### src/rtl/int_div_pkg.sv
// Shared types and helpers for the sequential integer divider.
package int_div_pkg;

  localparam int DEFAULT_WIDTH = 32;

  typedef enum logic [1:0] {
    IDLE,
    BUSY,
    DONE
  } state_t;

  // Width of the iteration counter that counts WIDTH-1 down to 0.
  function automatic int cnt_width(input int width);
    return (width > 2) ? $clog2(width) : 1;
  endfunction

endpackage

### src/rtl/int_div_step.sv
// One restoring radix-2 division step: shift in the next dividend bit, trial-subtract the divisor.
module int_div_step #(
  parameter int WIDTH = 32
) (
  input  logic [WIDTH-1:0] i_rem,
  input  logic             i_bit,
  input  logic [WIDTH-1:0] i_dsr,
  output logic [WIDTH-1:0] o_rem,
  output logic             o_q
);

  logic [WIDTH:0] w_shift;
  logic [WIDTH:0] w_diff;

  // With i_rem < i_dsr the shifted value is below 2*i_dsr, so the borrow bit alone decides the quotient bit.
  always_comb begin
    w_shift = {i_rem, i_bit};
    w_diff  = w_shift - {1'b0, i_dsr};
    o_q     = ~w_diff[WIDTH];
    o_rem   = o_q ? w_diff[WIDTH-1:0] : w_shift[WIDTH-1:0];
  end

endmodule

### src/rtl/int_div_seq.sv
// Multi-cycle signed/unsigned integer divider with valid/ready handshakes; one divide in flight.
module int_div_seq
  import int_div_pkg::*;
#(
  parameter int WIDTH  = DEFAULT_WIDTH,
  parameter bit SIGNED = 1'b1
) (
  input  logic             clk,
  input  logic             reset,
  input  logic             in_valid,
  output logic             in_ready,
  input  logic [WIDTH-1:0] dividend,
  input  logic [WIDTH-1:0] divisor,
  output logic             out_valid,
  input  logic             out_ready,
  output logic [WIDTH-1:0] quotient,
  output logic [WIDTH-1:0] remainder,
  output logic             div_by_zero
);

  localparam int CNT_W = cnt_width(WIDTH);

  state_t           r_state;
  state_t           w_state_nxt;
  logic [CNT_W-1:0] r_cnt;
  logic [WIDTH-1:0] r_dvd;      // dividend magnitude, shifted out as quotient bits shift in
  logic [WIDTH-1:0] r_dsr;
  logic [WIDTH-1:0] r_rem;
  logic             r_neg_q;
  logic             r_neg_r;
  logic [WIDTH-1:0] r_quot;
  logic [WIDTH-1:0] r_rmd;
  logic             r_dbz;

  logic             w_dvd_neg;
  logic             w_dsr_neg;
  logic [WIDTH-1:0] w_dvd_mag;
  logic [WIDTH-1:0] w_dsr_mag;
  logic [WIDTH-1:0] w_rem_nxt;
  logic             w_q_bit;
  logic [WIDTH-1:0] w_q_mag_nxt;
  logic             w_in_ready;
  logic             w_out_valid;

  // The unsigned WIDTH-bit magnitude of the most-negative value is exact, so no wider operand path is needed.
  always_comb begin
    w_dvd_neg   = SIGNED && dividend[WIDTH-1];
    w_dsr_neg   = SIGNED && divisor[WIDTH-1];
    w_dvd_mag   = w_dvd_neg ? -dividend : dividend;
    w_dsr_mag   = w_dsr_neg ? -divisor : divisor;
    w_q_mag_nxt = {r_dvd[WIDTH-2:0], w_q_bit};
  end

  int_div_step #(.WIDTH(WIDTH)) u_step (
    .i_rem (r_rem),
    .i_bit (r_dvd[WIDTH-1]),
    .i_dsr (r_dsr),
    .o_rem (w_rem_nxt),
    .o_q   (w_q_bit)
  );

  // NOTE: every signal gets a default before the case so no path leaves it unassigned (no latch).
  always_comb begin
    w_state_nxt = r_state;
    w_in_ready  = 1'b0;
    w_out_valid = 1'b0;
    case (r_state)
      IDLE: begin
        w_in_ready = 1'b1;
        if (in_valid) w_state_nxt = (divisor == '0) ? DONE : BUSY;
      end
      BUSY: begin
        if (r_cnt == CNT_W'(0)) w_state_nxt = DONE;
      end
      DONE: begin
        w_out_valid = 1'b1;
        if (out_ready) w_state_nxt = IDLE;
      end
      default: w_state_nxt = IDLE;
    endcase
  end

  // NOTE: sequential state uses non-blocking assignments so every register samples pre-edge values.
  always_ff @(posedge clk) begin
    if (reset) begin
      r_state <= IDLE;
      r_cnt   <= '0;
      r_dvd   <= '0;
      r_dsr   <= '0;
      r_rem   <= '0;
      r_neg_q <= 1'b0;
      r_neg_r <= 1'b0;
      r_quot  <= '0;
      r_rmd   <= '0;
      r_dbz   <= 1'b0;
    end else begin
      r_state <= w_state_nxt;
      case (r_state)
        IDLE: begin
          if (in_valid) begin
            if (divisor == '0) begin
              r_quot <= '1;
              r_rmd  <= dividend;
              r_dbz  <= 1'b1;
            end else begin
              r_dvd   <= w_dvd_mag;
              r_dsr   <= w_dsr_mag;
              r_rem   <= '0;
              r_cnt   <= CNT_W'(WIDTH - 1);
              r_neg_q <= w_dvd_neg ^ w_dsr_neg;
              r_neg_r <= w_dvd_neg;
            end
          end
        end
        BUSY: begin
          r_dvd <= w_q_mag_nxt;
          r_rem <= w_rem_nxt;
          if (r_cnt != CNT_W'(0)) begin
            r_cnt <= r_cnt - CNT_W'(1);
          end else begin
            // Sign fixup on the final step: most-negative / -1 wraps naturally to most-negative.
            r_quot <= r_neg_q ? -w_q_mag_nxt : w_q_mag_nxt;
            r_rmd  <= r_neg_r ? -w_rem_nxt : w_rem_nxt;
            r_dbz  <= 1'b0;
          end
        end
        DONE: begin
          if (out_ready) r_dbz <= 1'b0;
        end
        default: ;
      endcase
    end
  end

  assign in_ready    = w_in_ready;
  assign out_valid   = w_out_valid;
  assign quotient    = r_quot;
  assign remainder   = r_rmd;
  assign div_by_zero = r_dbz;

endmodule

### config.mk
export PLATFORM = sky130hd
export DESIGN_NAME = int_div_seq
export DESIGN_NICKNAME = d
export VERILOG_FILES = /design/src/rtl/int_div_pkg.sv /design/src/rtl/int_div_step.sv /design/src/rtl/int_div_seq.sv
export SDC_FILE = /design/constraint.sdc
export NUM_CORES = 1
export LEC_CHECK = 0
export CORE_MARGIN = 8
export CORE_UTILIZATION = 52
export CTS_BUF_LIST = sky130_fd_sc_hd__clkbuf_16
export DETAILED_ROUTE_END_ITERATION = 7
export GPL_ROUTABILITY_DRIVEN = 1
export PLACE_DENSITY = 0.89
export SLEW_MARGIN = 20
export SYNTH_ARGS = -nofsm -noshare
export SYNTH_HDL_FRONTEND = slang
export SYNTH_SLANG_ARGS = --single-unit
### constraint.sdc
create_clock -name clk -period 5 [get_ports clk]
set_input_delay 1.25 -clock clk [delete_from_list [all_inputs] [get_ports clk]]
set_output_delay 1.25 -clock clk [all_outputs]
set_load 0.02 [all_outputs]
==> results.txt <==
Status - finished clean
GRT Overall Usage - 26.6%
# DRC - 0
Leading area contributor after synthesis - dfxtp_1
Die Ht - 169 um
Tmin final - 4.74 ns
Relative slew slack - 28.8%
Nets - 1,786
Avg WL per Cell - 19.7 um
Dpl hpwl - 29.7 mm
Effective utilization at floorplan - 52.4%
Largest net degree at the start of global routing - 92
Die width - 169 um
Setup crit start kind - flip-flop
Switch share - 46.2%
N_diodes - 0
Synth Warn # - 0
Max Slew Vio Count - 0
Grt ovf - 0
Clk pwr share - 19.2%
CTS tree - done
Vias in the first global route - 11,848
Iteration-0 DRC Markers - 1,622
Skew-Pair Late Insertion Delay - 0.45 ns
P_int - 0.00401 W
Core region area - 0.0233 sq mm
Critical path arrival - 5.06 ns
Full die area - 0.0286 sq mm
Critical path type - reg -> reg
Number of flops mapped to enable cells by yosys - 0
Num ports - 135
Vias per inst - 6.39
Final design utilization - 61.7%
DRT Pass-1 Iters - 6
Filler cell count - 1,970
Leak - 5.42 nW
Total nets after synthesis - 1,710
Total CTS buffers - 17
Power Density - 519 mW/mm^2
Final hold vios - 0
Max Cap Violations - 0
Register area share after synthesis - 27.9%
Hold/Removal Path Class - reg -> reg
Comb pwr share - 53.4%
Post-synth ARST share - 0%
Layout cell share with drive strength beyond 1 - 7.52%
# port buffers - 134
RSZ-0062 raised after global routing - false
CP required - 5.32 ns
Antenna violations before repair - 0
Final ANT Viol Nets - 0
CTS root buf - clkbuf_16
CTS Buffer Depth - 2
Via Count - 12,825
Syn_area_per_cell - 7.63 sq um
Layout overhead on the synthesized area - 17.7%
First-pass GRT wire length - 61.9 mm
Clock Skews - 0.0151 ns
Sequential power share - 27.4%
CTS Hold Buffers Added - 0
# setup viols final - 0
Max FO, Critical Path - 6
Main synth FF type - dfxtp_1
Routability cong. - 1.02
Reg clk slew, reported paths - 0.08 ns
Slew @ Worst Pin - 1.07 ns
Total Wirelength - 39.5 mm
Synthesized flop and latch total - 170
H-tree Lvls - 4
Synth top area share - 27.9%
Placed Area - 0.0137 sq mm
Design area - 0.0144 sq mm
Row count - 56
Top cells by area, synth - dfxtp_1 28%, nand2_1 5.5%, nor2_1 5.5%, xor2_1 5.2%, xnor2_1 4.7%
TNS Setup - 0 ns
Post-synthesis cell type count - 97
Syn Std Cell Area - 0.0122 sq mm
CP endpoint kind - flip-flop
Post-route clock period utilization - 94.7%
Psw - 0.00344 W
Peak supply drop - 0.297 mV
CTS Sinks - 170
Peak Freq - 211 MHz
Cells after Synth - 1,599
[placed cells by master, fill, tap and decap left out, types with 7 or more instances in the layout]
cell type / count
xnor2_1: 65
o22ai_1: 25
nor2_1: 178
nand2b_1: 13
o31ai_1: 33
or4_1: 12
o41ai_1: 15
nand3_1: 18
nand2_1: 179
nor3_1: 33
o21ai_0: 97
nand4_1: 7
buf_4: 31
a31oi_1: 18
nor4_1: 12
dfxtp_1: 169
o211ai_1: 15
and3_1: 18
a21o_1: 13
xor2_1: 72
inv_1: 59
a211oi_1: 58
a221oi_1: 12
a21oi_1: 106
a32oi_1: 8
clkbuf_16: 17
ha_1: 40
o21a_1: 11
a22oi_1: 17
mux2i_1: 26
or2_2: 10
a311oi_1: 10
clkdlybuf4s50_1: 132
or3_1: 23
[repair_timing]
action / in CTS / in global routing
resized for setup: 0 / 15
endpoints found under the setup margin: 0 / 11
buffers inserted: 0 / 3
[cell families (layout without fill, tap and decap cells)]
kind of cell	count (synthesis)	after routing	share of synthesized area, %
compound gates	498	498	27.5
xor+xnor	137	137	9.84
fa+ha+maj	43	43	4.47
buf+inv	169	258	6.17
flops	170	170	27.9
mux	30	30	2.50
simple gates	552	552	21.6
[cell usage after synthesis, drive strengths merged, types with 5 or more instances]
| master | n |
|---|---|
| or2 | 10 |
| a32oi | 8 |
| xor2 | 72 |
| a221oi | 15 |
| o41ai | 16 |
| o31ai | 37 |
| nand2b | 14 |
| inv | 60 |
| nor3 | 34 |
| o22ai | 25 |
| a311oi | 10 |
| nand4 | 7 |
| a211oi | 58 |
| nand2 | 179 |
| dfxtp | 170 |
| nor4 | 15 |
| a31oi | 18 |
| clkbuf | 65 |
| a21oi | 109 |
| o211ai | 16 |
| buf | 42 |
| ha | 42 |
| nor2 | 181 |
| xnor2 | 65 |
| and4 | 5 |
| nand3 | 18 |
| mux2i | 26 |
| nor2b | 6 |
| o21a | 11 |
| or3 | 26 |
| and3 | 20 |
| a21o | 13 |
| or4 | 13 |
| a22oi | 18 |
| o21ai | 105 |
| and2 | 7 |
[per-layer routing]
| layer | routed length, um | GRT usage (%) |
|---|---|---|
| met1 | 15900 | 33.5 |
| met5 | 0 | 0 |
| met2 | 17800 | 42.3 |
| met4 | 2230 | 15.1 |
| met3 | 3640 | 4.68 |
[critical path, cell delays in order (launching register included)]
cell	delay [ns]
dfxtp_4	0.37
inv_1	0.06
ha_1	0.21
fa_2	0.37
nand2b_4	0.16
a21o_1	0.20
a31o_1	0.25
a2111oi_4	0.45
o21a_1	0.23
nor2_4	0.07
inv_4	0.08
nor2_1	0.05
a21oi_2	0.15
ha_2	0.22
inv_1	0.05
or4_1	0.52
or4_1	0.47
o31a_1	0.14
a21o_1	0.19
o21ai_2	0.14
xnor2_1	0.13
o22ai_1	0.09
[power groups by stage]
| stage | logic (W) | registers [W] | clock network, W |
|---|---|---|---|
| 2_1_floorplan | 0.00254 | 0.00216 | 0 |
| 3_3_place_gp | 0.00376 | 0.00204 | 0 |
| 3_5_place_dp | 0.00385 | 0.00206 | 0 |
| 4_1_cts | 0.00388 | 0.00203 | 0.00142 |
| 5_1_grt | 0.00431 | 0.00208 | 0.00148 |
| 6_report | 0.00398 | 0.00204 | 0.00143 |
[cell type report]
type                            count  area (sq um)  share of cell area [%]
Sequential cell                   170          3410                    23.7
Clock inverter                     15           206                    1.44
Tap cell                          319           399                    2.78
Timing Repair Buffer              165          1580                    11.0
Multi-Input combinational cell   1260          8110                    56.5
Clock buffer                       17           425                    2.96
Inverter                           61           231                    1.61
[worst paths after layout]
path,startpoint,end,slack (ns),depth (start not counted)
setup / recovery,r_dvd[31],remainder[12],0.26,21
hold / removal,r_dsr[31],r_dsr[31],0.46,2
setup reg to reg,r_dvd[31],remainder[12],0.26,21
hold reg to reg,r_dsr[31],r_dsr[31],0.46,2
[metrics by stage]
step	hold slack, ns	cells	power [W]	worst slack (ns)
after detailed placement	0.450	1972	0.00591	0.0359
after floorplan	0.432	1599	0.00469	0.0155
after global placement	0.441	1972	0.00580	0.246
final	0.458	2007	0.00745	0.263
after CTS	0.460	2004	0.00733	0.00132
after global routing	0.493	2007	0.00786	0.00938
[state kept, by name, indices dropped and copies added (netlist names)]
register and flops:
r_dsr 32, r_rem 32, div_by_zero 1, r_neg_q 1
r_dvd 32, r_state 2, r_neg_r 1, r_cnt 5
remainder 32, quotient 32
(Power assumes the default switching activity.)
